## config.mk

```make
export PLATFORM = sky130hd
export DESIGN_NAME = code_sequencer
export DESIGN_NICKNAME = d
export VERILOG_FILES = /design/src/rtl/code_sequencer_pkg.sv /design/src/rtl/step_prescaler.sv /design/src/rtl/code_sequencer.sv
export SDC_FILE = /design/constraint.sdc
export NUM_CORES = 1
export LEC_CHECK = 0
export CORE_ASPECT_RATIO = 0.7
export CORE_MARGIN = 2
export CORE_UTILIZATION = 50
export DETAILED_ROUTE_END_ITERATION = 7
export PLACE_DENSITY = 0.87
export SLEW_MARGIN = 20
export SYNTH_ARGS = -nofsm -noshare
export SYNTH_HDL_FRONTEND = slang
export SYNTH_SLANG_ARGS = --single-unit
```

## constraint.sdc

```tcl
create_clock -name clk -period 2.3 [get_ports clk]
set_clock_uncertainty 0.1 [all_clocks]
set_input_delay 0.345 -clock clk [delete_from_list [all_inputs] [get_ports clk]]
set_output_delay 0.345 -clock clk [all_outputs]
set_load 0.05 [all_outputs]
```

## src/rtl/code_sequencer_pkg.sv

```systemverilog
// Shared definitions for the code sequencer block.
//   state_t      : FSM state encoding (binary), ST_IDLE / ST_RUN
//   DIR_UP/DOWN  : values of the dir input
//   MODE_CONT/SINGLE : values of the mode input
package code_sequencer_pkg;

    typedef enum logic [0:0] {
        ST_IDLE = 1'b0,
        ST_RUN  = 1'b1
    } state_t;

    localparam logic DIR_UP      = 1'b0;
    localparam logic DIR_DOWN    = 1'b1;

    localparam logic MODE_CONT   = 1'b0;
    localparam logic MODE_SINGLE = 1'b1;

endpackage

```

## src/rtl/step_prescaler.sv

```systemverilog
// Step-rate prescaler for the code sequencer.
// Counts 0..div_q while enabled; tick is high in the cycle the count sits
// at div_q, and the count wraps to 0 on that edge.
// Ports:
//   clk, rst : clock and synchronous active-high reset
//   clear    : force the count to 0 (has priority over en)
//   load     : capture div as the new period limit
//   en       : advance the count
//   div      : step period minus 1, in clk cycles
//   tick     : period expired this cycle
module step_prescaler #(
    parameter int PRESC_W = 8
) (
    input  logic               clk,
    input  logic               rst,
    input  logic               clear,
    input  logic               load,
    input  logic               en,
    input  logic [PRESC_W-1:0] div,
    output logic               tick
);

    logic [PRESC_W-1:0] count;
    logic [PRESC_W-1:0] div_q;

    assign tick = en && !clear && (count == div_q);

    // NOTE: sequential state uses non-blocking assignments only, so every
    // register in the block samples the pre-edge values of the others.
    always_ff @(posedge clk) begin
        if (rst) begin
            count <= '0;
            div_q <= '0;
        end else begin
            if (load)
                div_q <= div;
            if (clear)
                count <= '0;
            else if (en)
                count <= tick ? '0 : count + 1'b1;
        end
    end

endmodule

```

## src/rtl/code_sequencer.sv

```systemverilog
// Index sequencer feeding the 3-to-8 decoder's x_in bus.
// Produces 0..2^IDX_W-1 (up) or the reverse (down), one index per div+1
// clocks, in continuous (wrap) or single-sweep mode. All outputs are
// registered.
// Ports:
//   clk, rst : clock and synchronous active-high reset
//   start    : one-cycle pulse, begins a sequence from IDLE
//   stop     : one-cycle pulse, aborts a running sequence (beats start)
//   mode     : 0 continuous, 1 single sweep (latched at start)
//   dir      : 0 up, 1 down (live; applied at every step)
//   div      : step period minus 1 (latched at start)
//   x_out    : {1'b0, idx} to the decoder
//   x_valid  : x_out carries a live sequence value
//   step     : one-cycle pulse on each index change
//   busy     : sequencer is in RUN
//   done     : one-cycle pulse when a single sweep completes
module code_sequencer
    import code_sequencer_pkg::*;
#(
    parameter int PRESC_W = 8,
    parameter int IDX_W   = 3
) (
    input  logic               clk,
    input  logic               rst,
    input  logic               start,
    input  logic               stop,
    input  logic               mode,
    input  logic               dir,
    input  logic [PRESC_W-1:0] div,
    output logic [IDX_W:0]     x_out,
    output logic               x_valid,
    output logic               step,
    output logic               busy,
    output logic               done
);

    localparam logic [IDX_W-1:0] IDX_MAX = '1;

    state_t           state;
    logic [IDX_W-1:0] idx;
    logic             mode_q;
    logic             tick;
    logic             go;
    logic             at_terminal;
    logic [IDX_W-1:0] idx_next;

    // A start only counts from IDLE and only when no stop accompanies it.
    assign go = (state == ST_IDLE) && start && !stop;

    // Terminal index and next index both follow the live direction input.
    assign at_terminal = (dir == DIR_UP) ? (idx == IDX_MAX) : (idx == '0);
    assign idx_next    = (dir == DIR_UP) ? idx + 1'b1 : idx - 1'b1;

    assign x_out = {1'b0, idx};

    step_prescaler #(
        .PRESC_W(PRESC_W)
    ) u_prescaler (
        .clk  (clk),
        .rst  (rst),
        .clear((state == ST_IDLE) || stop),
        .load (go),
        .en   (state == ST_RUN),
        .div  (div),
        .tick (tick)
    );

    always_ff @(posedge clk) begin
        if (rst) begin
            state   <= ST_IDLE;
            idx     <= '0;
            mode_q  <= MODE_CONT;
            x_valid <= 1'b0;
            step    <= 1'b0;
            busy    <= 1'b0;
            done    <= 1'b0;
        end else begin
            // NOTE: pulse outputs default low every cycle and are raised
            // only by the branch that wants them, so they never stick.
            step <= 1'b0;
            done <= 1'b0;
            case (state)
                ST_IDLE: begin
                    if (go) begin
                        state   <= ST_RUN;
                        idx     <= (dir == DIR_UP) ? '0 : IDX_MAX;
                        mode_q  <= mode;
                        busy    <= 1'b1;
                        x_valid <= 1'b1;
                    end
                end
                ST_RUN: begin
                    if (stop) begin
                        state   <= ST_IDLE;
                        busy    <= 1'b0;
                        x_valid <= 1'b0;
                    end else if (tick) begin
                        if (mode_q == MODE_SINGLE && at_terminal) begin
                            // Sweep complete: idx keeps its last value.
                            state   <= ST_IDLE;
                            busy    <= 1'b0;
                            x_valid <= 1'b0;
                            done    <= 1'b1;
                        end else begin
                            idx  <= idx_next;
                            step <= 1'b1;
                        end
                    end
                end
                default: state <= ST_IDLE;
            endcase
        end
    end

endmodule

```

==> metrics <==
dpl hpwl=1.93 mm; Worst setup EP type=output port; Cells after Synth=128; worst hold path endpoint=u_prescaler.div_q[6]; Fill cells=178; outcome=finished clean; Die Span X=61.0 µm; pin count of the biggest net entering global routing=16; worst endpoint data arrival time=1.61 ns; Setup Fix Bufs, Post-CTS=0; worst-path cell chain=clkdlybuf4s50_1; CTS Hold Buffers Added=0; #FFs+latches synth=24; unique cell type count in the Yosys netlist=33; core box area=2150 µm²; RSZ-0062 raised after global routing=no; GPL Wtd Cong=0.819; Max Cap Viol=0; root buffer cell=clkbuf_4; number of synthesized flops with an enable pin=0; Hold Path Stages=2; n_diodes=0; Pleak=0.548 nW; crit start category=flip-flop; Post-Syn Area=1140 µm²; final max-slew violation count=0; DRT antenna net count=0; total gr overflow=0; sequential share of the synthesized area=42.3%; initial drt markers=37; Die Ht=43.9 µm; Synth area leader=dfxtp_1; Synth Flop Type=dfxtp_1; Via density=5.25; Clock transition at path regs=0.13 ns; critical path's slowest cell=clkdlybuf4s50_1; num ports=22; P&R area growth vs syn=23.7%; # setup viols final=0; Synth area leaders=dfxtp_1 42%, xor2_1 10%, nand2_1 8.3%; Initial Util=52.7%; R2R Path Start=u_prescaler.count[2]; CTS buffer count=3; number of global-route vias before repair=878; share of cells above drive strength 1=10.1%; post-DR wirelength/cell=13.5 µm; reg2reg end=idx[1]; pwr dens=590 nW/µm²; PnR worst setup slack=0.240 ns; final setup TNS=0 ns; Synth Area in Simple Gates=26.0%; WS Path Type=reg2out; largest family of logic cells by synthesized area=simple AND/OR/NAND/NOR gates; mean area per synthesized cell=8.88 µm²; mux cell area share after synthesis=0.991%; CTS tree=yes; Post-Route WL=2.44 mm; hold_sp=u_prescaler.div_q[6]; Tcrit/Tclk final=89.6%; Detailed Routing Iterations Pass 1=4; worst path buffer plus inverter count=1; R2R cell count=5; Async SR Flop Fraction=0%; initial antenna violation count=0; Worst Path Required=1.86 ns; Yosys Warn Count=0; IO buf count=20; post-cts sizing count=0; Adder-Cell Fraction of Synth Area=2.86%; xor/xnor share of the synthesized area=12.3%; H-Tree Depth=1; die area=2680 µm²; worst rel slew slack=62.0%; Synthesized Nets=144; clock buffer depth=2; Sink Count=24; Synth Area in Compound Gates=10.6%; top-area cell type share of the netlist area=42.3%; DP Worst Slack=0.00925 ns; FP Rows=14; Max VDD drop=0.262 mV; All-Layer GR Usage=21.1%; Reg2Reg Setup Slack=0.47 ns; Achievable Freq=485 MHz; critical path's top delay family=buffers and inverters; nets=166; Tmin final=2.06 ns; worst-path maximum fanout=6; global-route wire length before repair=4.02 mm; CP max stage delay=0.84 ns; Worst Max-Slew Pin Slew=0.568 ns; Hold Fails Final Rpt=0; Clock Latency Late Sink=0.32 ns; Hold Path Class=reg2reg; DRC=0; Vias=951
==> metal layers <==
metal | routed length, µm | track usage (%) | share of wire [%] | vias up
li1 | - | - | - | 473
met1 | 998 | 26.1 | 41 | 444
met2 | 1240 | 35.1 | 51 | 28
met3 | 136 | 6.57 | 5.6 | 6
met4 | 60 | 6.96 | 2.5 | 0
met5 | 0 | 0 | 0 | -
==> cell usage in the layout (no fill, tap or decap), types with 2 or more instances in the layout <==
cell type	instances
a21oi_1	11
buf_4	3
clkbuf_4	3
clkdlybuf4s50_1	20
dfxtp_1	24
inv_1	6
nand2_1	25
nand3_1	3
nand4_1	2
nor2_1	11
nor3b_1	2
nor4_4	2
xnor2_1	3
xor2_1	13
==> how the worst max path moves through the flow <==
| stage | slack (ns) | to | start | cells past startpoint |
|---|---|---|---|---|
| after floorplan | 0.29 | idx[2] | idx[0] | 7 |
| after global placement | 0.12 | idx[2] | dir | 8 |
| after detailed placement | 0.009 | idx[2] | dir | 8 |
| after CTS | 0.24 | x_out[0] | idx[0] | 1 |
| after global routing | 0.18 | x_out[0] | idx[0] | 1 |
| final | 0.24 | x_out[0] | idx[0] | 1 |
==> synth_stat cells (all sizes together), types with 2 or more instances <==
library cell  number
nand4              2
nand3              3
inv                6
xnor2              3
buf                2
xor2              13
nand2             25
a21oi             12
dfxtp             24
clkbuf             4
nor4               2
nor3b              3
nor2              11
==> report_power, final <==
group	switching, mW	total (mW)	internal [mW]
Combinational	0.0894	0.159	0.0696
Sequential	0.0172	0.448	0.431
Clock	0.125	0.222	0.0969
Total	0.231	0.829	0.597
==> through the flow <==
step	area (µm²)	util [%]	power (mW)	cells	hold WS, ns
4_1_cts	1410	65.2	0.833	181	0.382
5_1_grt	1410	65.2	0.865	181	0.395
3_5_place_dp	1370	63.5	0.616	177	0.365
3_3_place_gp	1370	63.5	0.608	177	0.358
2_1_floorplan	1140	-	0.558	128	0.348
6_report	1410	65.2	0.829	181	0.382
==> registers in the layout, indices dropped and copies added, names as in the netlist <==
signal,count
busy,1
done,1
idx,3
mode_q,1
state,1
step,1
u_prescaler.count,8
u_prescaler.div_q,8
==> area by class of cell <==
class / count / area [µm²] / share of cell area, %
repair buffers: 23 / 223 / 15.9
flip-flops and latches: 24 / 480 / 34.2
clock buffers: 4 / 36.3 / 2.58
inverters: 6 / 22.5 / 1.60
multi-input cells: 92 / 603 / 42.9
well taps: 32 / 40.0 / 2.85
==> logic make-up after synthesis <==
| kind of cell | Yosys count |
|---|---|
| fa+ha+maj | 2 |
| mux | 1 |
| flops | 24 |
| buf+inv | 12 |
| other cells | 1 |
| xor+xnor | 16 |
| simple gates | 53 |
| compound gates | 19 |
Power figures use the tool's default switching activity.
